==> config.mk <==
export PLATFORM = sky130hd
export DESIGN_NAME = peres_accum
export DESIGN_NICKNAME = d
export VERILOG_FILES = /design/src/rtl/peres_pkg.sv /design/src/rtl/peres_full_adder.sv /design/src/rtl/peres_gate.sv /design/src/rtl/peres_accum.sv
export SDC_FILE = /design/constraint.sdc
export NUM_CORES = 1
export LEC_CHECK = 0
export ABC_AREA = 1
export CAP_MARGIN = 10
export CORE_ASPECT_RATIO = 0.9
export CORE_MARGIN = 5
export CORE_UTILIZATION = 48
export CTS_CLUSTER_DIAMETER = 80
export DETAILED_ROUTE_END_ITERATION = 6
export GPL_ROUTABILITY_DRIVEN = 1
export PLACE_DENSITY = 0.78
export REMOVE_ABC_BUFFERS = 1
export SYNTH_ARGS = -nofsm -noshare
export SYNTH_HDL_FRONTEND = slang
export SYNTH_SLANG_ARGS = --single-unit
==> constraint.sdc <==
create_clock -name clk -period 4.5 [get_ports clk]
set_input_delay 0.45 -clock clk [delete_from_list [all_inputs] [get_ports clk]]
set_output_delay 0.45 -clock clk [all_outputs]
set_load 0.05 [all_outputs]
==> src/rtl/peres_pkg.sv <==
// rtl/peres_pkg.sv - shared FSM state type and default sizing for peres_accum
package peres_pkg;

    localparam int WIDTH_DEF   = 8;
    localparam int NUM_OPS_DEF = 8;

    typedef enum logic [1:0] {
        IDLE  = 2'd0,
        ACCUM = 2'd1,
        DONE  = 2'd2
    } state_e;

endpackage

==> src/rtl/peres_full_adder.sv <==
// rtl/peres_full_adder.sv - reversible full adder built from two cascaded Peres gates
module peres_full_adder (
    input  logic a,
    input  logic b,
    input  logic cin,
    output logic sum,
    output logic cout
);

    logic axb;
    logic ab;
    logic unused_g1;
    logic unused_g2;

    // First gate has its target tied low so r becomes a&b.
    peres_gate u_p1 (
        .a (a),
        .b (b),
        .c (1'b0),
        .p (unused_g1),
        .q (axb),
        .r (ab)
    );

    peres_gate u_p2 (
        .a (axb),
        .b (cin),
        .c (ab),
        .p (unused_g2),
        .q (sum),
        .r (cout)
    );

endmodule

==> src/rtl/peres_gate.sv <==
// rtl/peres_gate.sv - 3x3 reversible Peres gate: p=a, q=a^b, r=(a&b)^c
module peres_gate (
    input  logic a,
    input  logic b,
    input  logic c,
    output logic p,
    output logic q,
    output logic r
);

    assign p = a;
    assign q = a ^ b;
    assign r = (a & b) ^ c;

endmodule

==> src/rtl/peres_accum.sv <==
// rtl/peres_accum.sv - framed operand accumulator on a Peres ripple adder; PERES_ACCUM_SAT_EN selects saturation
module peres_accum
    import peres_pkg::*;
#(
    parameter int WIDTH   = WIDTH_DEF,
    parameter int NUM_OPS = NUM_OPS_DEF
) (
    input  logic             clk,
    input  logic             rst_n,
    input  logic             clear,
    input  logic             in_valid,
    output logic             in_ready,
    input  logic [WIDTH-1:0] in_data,
    output logic             out_valid,
    input  logic             out_ready,
    output logic [WIDTH-1:0] acc_out,
    output logic             overflow,
    output logic [7:0]       op_count
);

    localparam logic [7:0] LAST_CNT = 8'(NUM_OPS);

    state_e           state_q, state_d;
    logic [WIDTH-1:0] acc_q, acc_d;
    logic             ovf_q, ovf_d;
    logic [7:0]       cnt_q, cnt_d;

    logic [WIDTH:0]   carry;
    logic [WIDTH-1:0] sum;
    logic [7:0]       cnt_inc;
    logic             xfer;

    assign carry[0] = 1'b0;

    genvar i;
    for (i = 0; i < WIDTH; i++) begin : g_fa
        peres_full_adder u_fa (
            .a    (acc_q[i]),
            .b    (in_data[i]),
            .cin  (carry[i]),
            .sum  (sum[i]),
            .cout (carry[i+1])
        );
    end

    assign in_ready  = (state_q != DONE);
    assign out_valid = (state_q == DONE);
    assign acc_out   = acc_q;
    assign overflow  = ovf_q;
    assign op_count  = cnt_q;

    assign xfer    = in_valid && in_ready;
    assign cnt_inc = cnt_q + 8'd1;

    always_comb begin
        state_d = state_q;
        acc_d   = acc_q;
        ovf_d   = ovf_q;
        cnt_d   = cnt_q;
        if (clear) begin
            state_d = IDLE;
            acc_d   = '0;
            ovf_d   = 1'b0;
            cnt_d   = 8'd0;
        end else begin
            case (state_q)
                IDLE: begin
                    if (xfer) begin
                        acc_d   = in_data;
                        ovf_d   = 1'b0;
                        cnt_d   = 8'd1;
                        state_d = (NUM_OPS == 1) ? DONE : ACCUM;
                    end
                end
                ACCUM: begin
                    if (xfer) begin
`ifdef PERES_ACCUM_SAT_EN
                        acc_d = carry[WIDTH] ? '1 : sum;
`else
                        acc_d = sum;
`endif
                        ovf_d = ovf_q | carry[WIDTH];
                        cnt_d = cnt_inc;
                        if (cnt_inc == LAST_CNT) begin
                            state_d = DONE;
                        end
                    end
                end
                DONE: begin
                    // Result registers stay frozen; only the handshake leaves DONE.
                    if (out_ready) begin
                        state_d = IDLE;
                    end
                end
                default: state_d = IDLE;
            endcase
        end
    end

    always_ff @(posedge clk or negedge rst_n) begin
        if (!rst_n) begin
            state_q <= IDLE;
            acc_q   <= '0;
            ovf_q   <= 1'b0;
            cnt_q   <= 8'd0;
        end else begin
            state_q <= state_d;
            acc_q   <= acc_d;
            ovf_q   <= ovf_d;
            cnt_q   <= cnt_d;
        end
    end

endmodule
==> run_results.csv <==
group,metric,value,unit
synth,synth_cells,148,
power,p_sw_frac,0.380,
sta,setup_violations,0,
critical_path,timing.critical_path.arrival,4.07,ns
sta,worst_slew_pin_slew,0.873,ns
routing,viasPerCell,5.29,
routing,drt_iter0_markers,46,
global_route,initial_antenna_violation_count,0,
critical_path,crit_chain,"clkdlybuf4s50_1 -> ha_1 -> fa_1 -> fa_1 -> fa_1 -> fa_1 -> fa_1 -> fa_1 -> fa_1 -> nor2_1 -> o21ai_1",
critical_path,setup.worst_path.end_class,"flop",
power,powerDensity,276,nW/um^2
sta,fmax,259,MHz
clock_tree,post_cts_setup_buffer_count,0,
synth,synthesis.area,1270,sq um
sta,fin_tns_setup,0,ns
power,p_comb_frac,0.337,
power,max-vdd-ir-drop,241,uV
global_route,grt_first_pass_wirelength,4.88,mm
floorplanning,floorplan.core_area,2490,sq um
clock_tree,cts_made_buffers,3,
global_route,overflow,0,
global_route,number_of_global_route_vias_before_repair,1064,
power,static-leakage-power,0.678,nW
synth,yosysWarnings,0,
sta,final.min_clock_period,3.87,ns
job,max_cap_violations,0,
critical_path,cpMaxStageDelayCell,"sky130_fd_sc_hd__fa_1",
placement,place_inst,197,
clock_tree,clkLatencyLatePin,0.30,ns
cells_and_area,area_growth,22.5,%
sta,grt_setup_unrepaired,"false",
worst_hold_path,worst_hold_path_type,"flop to flop",
clock_tree,clkTransAtPathRegs,0.12,ns
floorplanning,floorplan.io_pins,32,
cells_and_area,post_layout_nonfiller_instances,201,
critical_path,setup.worst_path.class,"input pin to flop",
routing,drt_drc_violations_left,0,
routing,drt-pass1-iter-count,4,
sta,clock_skew,0.00520,ns
placement,detailed_placer_s_ending_hpwl,2.16,mm
placement,finalWeightedCongestion,0.879,
power,internal_power,0.000267,W
critical_path,critical_path_source_type,"input pin",
global_route,track_usage,0.162,
routing,drt-total-wl,2.73,mm
global_route,grt_start_max_net_pins,20,
clock_tree,clkSinkCount,19,
critical_path,critPathRequiredTime,4.70,ns
synth,synth_seq_cells,19,
power,seqPwrFrac,0.454,
floorplanning,rows,17,
clock_tree,hold_buffers,0,
routing,vias,1064,
routing,route.detailed.wl_per_inst,13.6,um
cells_and_area,nFillCells,215,
power,power_frac_clock,0.209,
floorplanning,die_height,58.9,um
cells_and_area,post_route_cells_drive_above_1_share,0.133,
critical_path,slowest_cell_delay_on_critical_path,0.43,ns
critical_path,crit_path_buf_inv_count,1,
sta,final.period_utilization,0.859,
clock_tree,cts_tree,"yes",
clock_tree,clockBufferDepth,2,
critical_path,path_delay_family,"adder cells",
critical_path,critPathMaxFanout,2,
clock_tree,htree_num_levels,1,
cells_and_area,layout.nets,196,
synth,synthDistinctLibCells,27,
placement,port-buffer-count,31,
status,run_status,"completed",
floorplanning,floorplan.initialDensity,0.512,
sta,worst_hold_slack,0.552,ns
cells_and_area,antenna_cells,0,
floorplanning,design.die.area,3790,sq um
routing,ant_nets,0,
synth,ys_seq_area_frac,0.373,
sta,slew-limit-headroom,0.416,
clock_tree,cts_root_buf,"sky130_fd_sc_hd__clkbuf_4",
clock_tree,postCtsResizedCells,0,
floorplanning,die_width,64.3,um
critical_path,crit_path_frequent_cell,"sky130_fd_sc_hd__fa_1",
power,switchingPower,0.000164,W
synth,avgSynthCellArea,8.61,sq um
sta,timing.final.max_slew_violations,0,
sta,hold_violations,0,
==> power by group through the flow <==
stage | Clock, W | Combinational (W) | Sequential, W
after floorplan | 0 | 0.0000541 | 0.000235
after global routing | 0.000102 | 0.000158 | 0.000199
after detailed placement | 0 | 0.000146 | 0.000199
after global placement | 0 | 0.000141 | 0.000198
final | 0.0000902 | 0.000145 | 0.000196
after CTS | 0.0000933 | 0.000146 | 0.000196
==> cell families (layout without fill, tap and decap cells) <==
family,Yosys count,in the layout,share of synthesized area
flip-flops,19,19,0.373
buffers and inverters,27,52,0.119
AND/OR/NAND/NOR,60,60,0.231
AO/OA/AOI/OAI,31,31,0.129
XOR/XNOR,2,2,0.0196
adder cells (fa/ha/maj),9,9,0.130
==> worst paths after layout <==
kind	from	end	depth (start not counted)	slack (ns)
max in group asynchronous	rst_n	op_count[6]$_DFFE_PN0P_	1	3.33
hold / removal	overflow$_DFFE_PN0P_	overflow$_DFFE_PN0P_	2	0.55
setup reg to reg	acc_out[0]$_DFFE_PN0P_	acc_out[7]$_DFFE_PN0P_	10	0.79
min in group asynchronous	rst_n	acc_out[5]$_DFFE_PN0P_	1	0.62
hold reg to reg	overflow$_DFFE_PN0P_	overflow$_DFFE_PN0P_	2	0.55
setup / recovery	in_data[0]	acc_out[7]$_DFFE_PN0P_	11	0.63
==> sequential cells by signal (all words and copies together) (netlist names) <==
| name | cells |
|---|---|
| overflow | 1 |
| acc_out | 8 |
| op_count | 8 |
| state_q | 2 |
==> worst reg2reg max path: cells and delay by family, from the launching register on <==
family	cells	cell delay, ns
adder cells (fa/ha/maj)	8	2.97
flip-flops	1	0.43
AO/OA/AOI/OAI	1	0.08
AND/OR/NAND/NOR	1	0.13
==> stage by stage <==
| stage | area (sq um) | setup slack, ns | utilization | total power, W |
|---|---|---|---|---|
| after floorplan | 1190 | 0.687 | - | 0.000289 |
| after global placement | 1530 | 0.400 | 0.616 | 0.000340 |
| after detailed placement | 1530 | 0.303 | 0.616 | 0.000345 |
| after CTS | 1560 | 0.634 | 0.627 | 0.000435 |
| after global routing | 1560 | 0.557 | 0.627 | 0.000459 |
| final | 1560 | 0.635 | 0.627 | 0.000431 |
==> cell usage in the layout, fill, tap and decap left out <==
cell	instances
sky130_fd_sc_hd__nand3_2	3
sky130_fd_sc_hd__dfrtp_1	19
sky130_fd_sc_hd__nor2_2	3
sky130_fd_sc_hd__fa_1	7
sky130_fd_sc_hd__a21oi_2	1
sky130_fd_sc_hd__o21ai_1	2
sky130_fd_sc_hd__xor2_1	1
sky130_fd_sc_hd__nand2_2	2
sky130_fd_sc_hd__inv_2	4
sky130_fd_sc_hd__inv_1	12
sky130_fd_sc_hd__nand2_1	30
sky130_fd_sc_hd__clkbuf_4	3
sky130_fd_sc_hd__a22o_1	1
sky130_fd_sc_hd__clkinv_2	2
sky130_fd_sc_hd__a21oi_1	5
sky130_fd_sc_hd__xor2_2	1
sky130_fd_sc_hd__clkdlybuf4s50_1	31
sky130_fd_sc_hd__nor2_4	2
sky130_fd_sc_hd__ha_1	2
sky130_fd_sc_hd__o21ai_0	21
sky130_fd_sc_hd__o22ai_1	1
sky130_fd_sc_hd__nand3_1	2
sky130_fd_sc_hd__nand4_1	1
sky130_fd_sc_hd__or2_1	1
sky130_fd_sc_hd__nor2_1	14
sky130_fd_sc_hd__nand2_4	2
==> area by class of cell <==
| cell class | count | area, sq um | area share |
|---|---|---|---|
| multi-input combinational | 102 | 648 | 0.415 |
| inverter | 17 | 65.1 | 0.0417 |
| sequential | 19 | 475 | 0.304 |
| tap | 28 | 35.0 | 0.0224 |
| clock buffer | 3 | 22.5 | 0.0144 |
| clock inverter | 1 | 5.00 | 0.00321 |
| timing repair buffer | 31 | 310 | 0.199 |
==> synth_stat cells <==
master                     number  share of area
sky130_fd_sc_hd__nand2_1       30          0.088
sky130_fd_sc_hd__o21ai_0       21          0.082
sky130_fd_sc_hd__dfrtp_1       19           0.37
sky130_fd_sc_hd__nor2_1        14          0.041
sky130_fd_sc_hd__inv_1         12          0.035
sky130_fd_sc_hd__buf_4          8          0.047
sky130_fd_sc_hd__fa_1           7           0.11
sky130_fd_sc_hd__a21oi_1        5          0.020
sky130_fd_sc_hd__inv_2          4          0.012
sky130_fd_sc_hd__nand3_2        3          0.024
sky130_fd_sc_hd__nor2_2         3          0.015
sky130_fd_sc_hd__ha_1           2          0.020
sky130_fd_sc_hd__nand2_2        2         0.0098
sky130_fd_sc_hd__nand2_4        2          0.018
sky130_fd_sc_hd__nand3_1        2         0.0079
sky130_fd_sc_hd__nor2_4         2          0.018
sky130_fd_sc_hd__o21ai_1        2         0.0079
sky130_fd_sc_hd__a21oi_2        1         0.0069
sky130_fd_sc_hd__a22o_1         1         0.0069
sky130_fd_sc_hd__buf_6          1         0.0088
sky130_fd_sc_hd__buf_8          1          0.012
sky130_fd_sc_hd__clkinv_2       1         0.0039
sky130_fd_sc_hd__nand4_1        1         0.0049
sky130_fd_sc_hd__o22ai_1        1         0.0049
sky130_fd_sc_hd__or2_1          1         0.0049
sky130_fd_sc_hd__xor2_1         1         0.0069
sky130_fd_sc_hd__xor2_2         1          0.013
==> routing by layer <==
layer	vias to the layer above	routed length (um)	GRT usage
met5	-	0	0
met4	0	27	0.0552
met3	4	129	0.0363
met2	33	1360	0.270
met1	511	1210	0.208
li1	516	-	-
No activity file was read; power rests on OpenSTA's default activity.
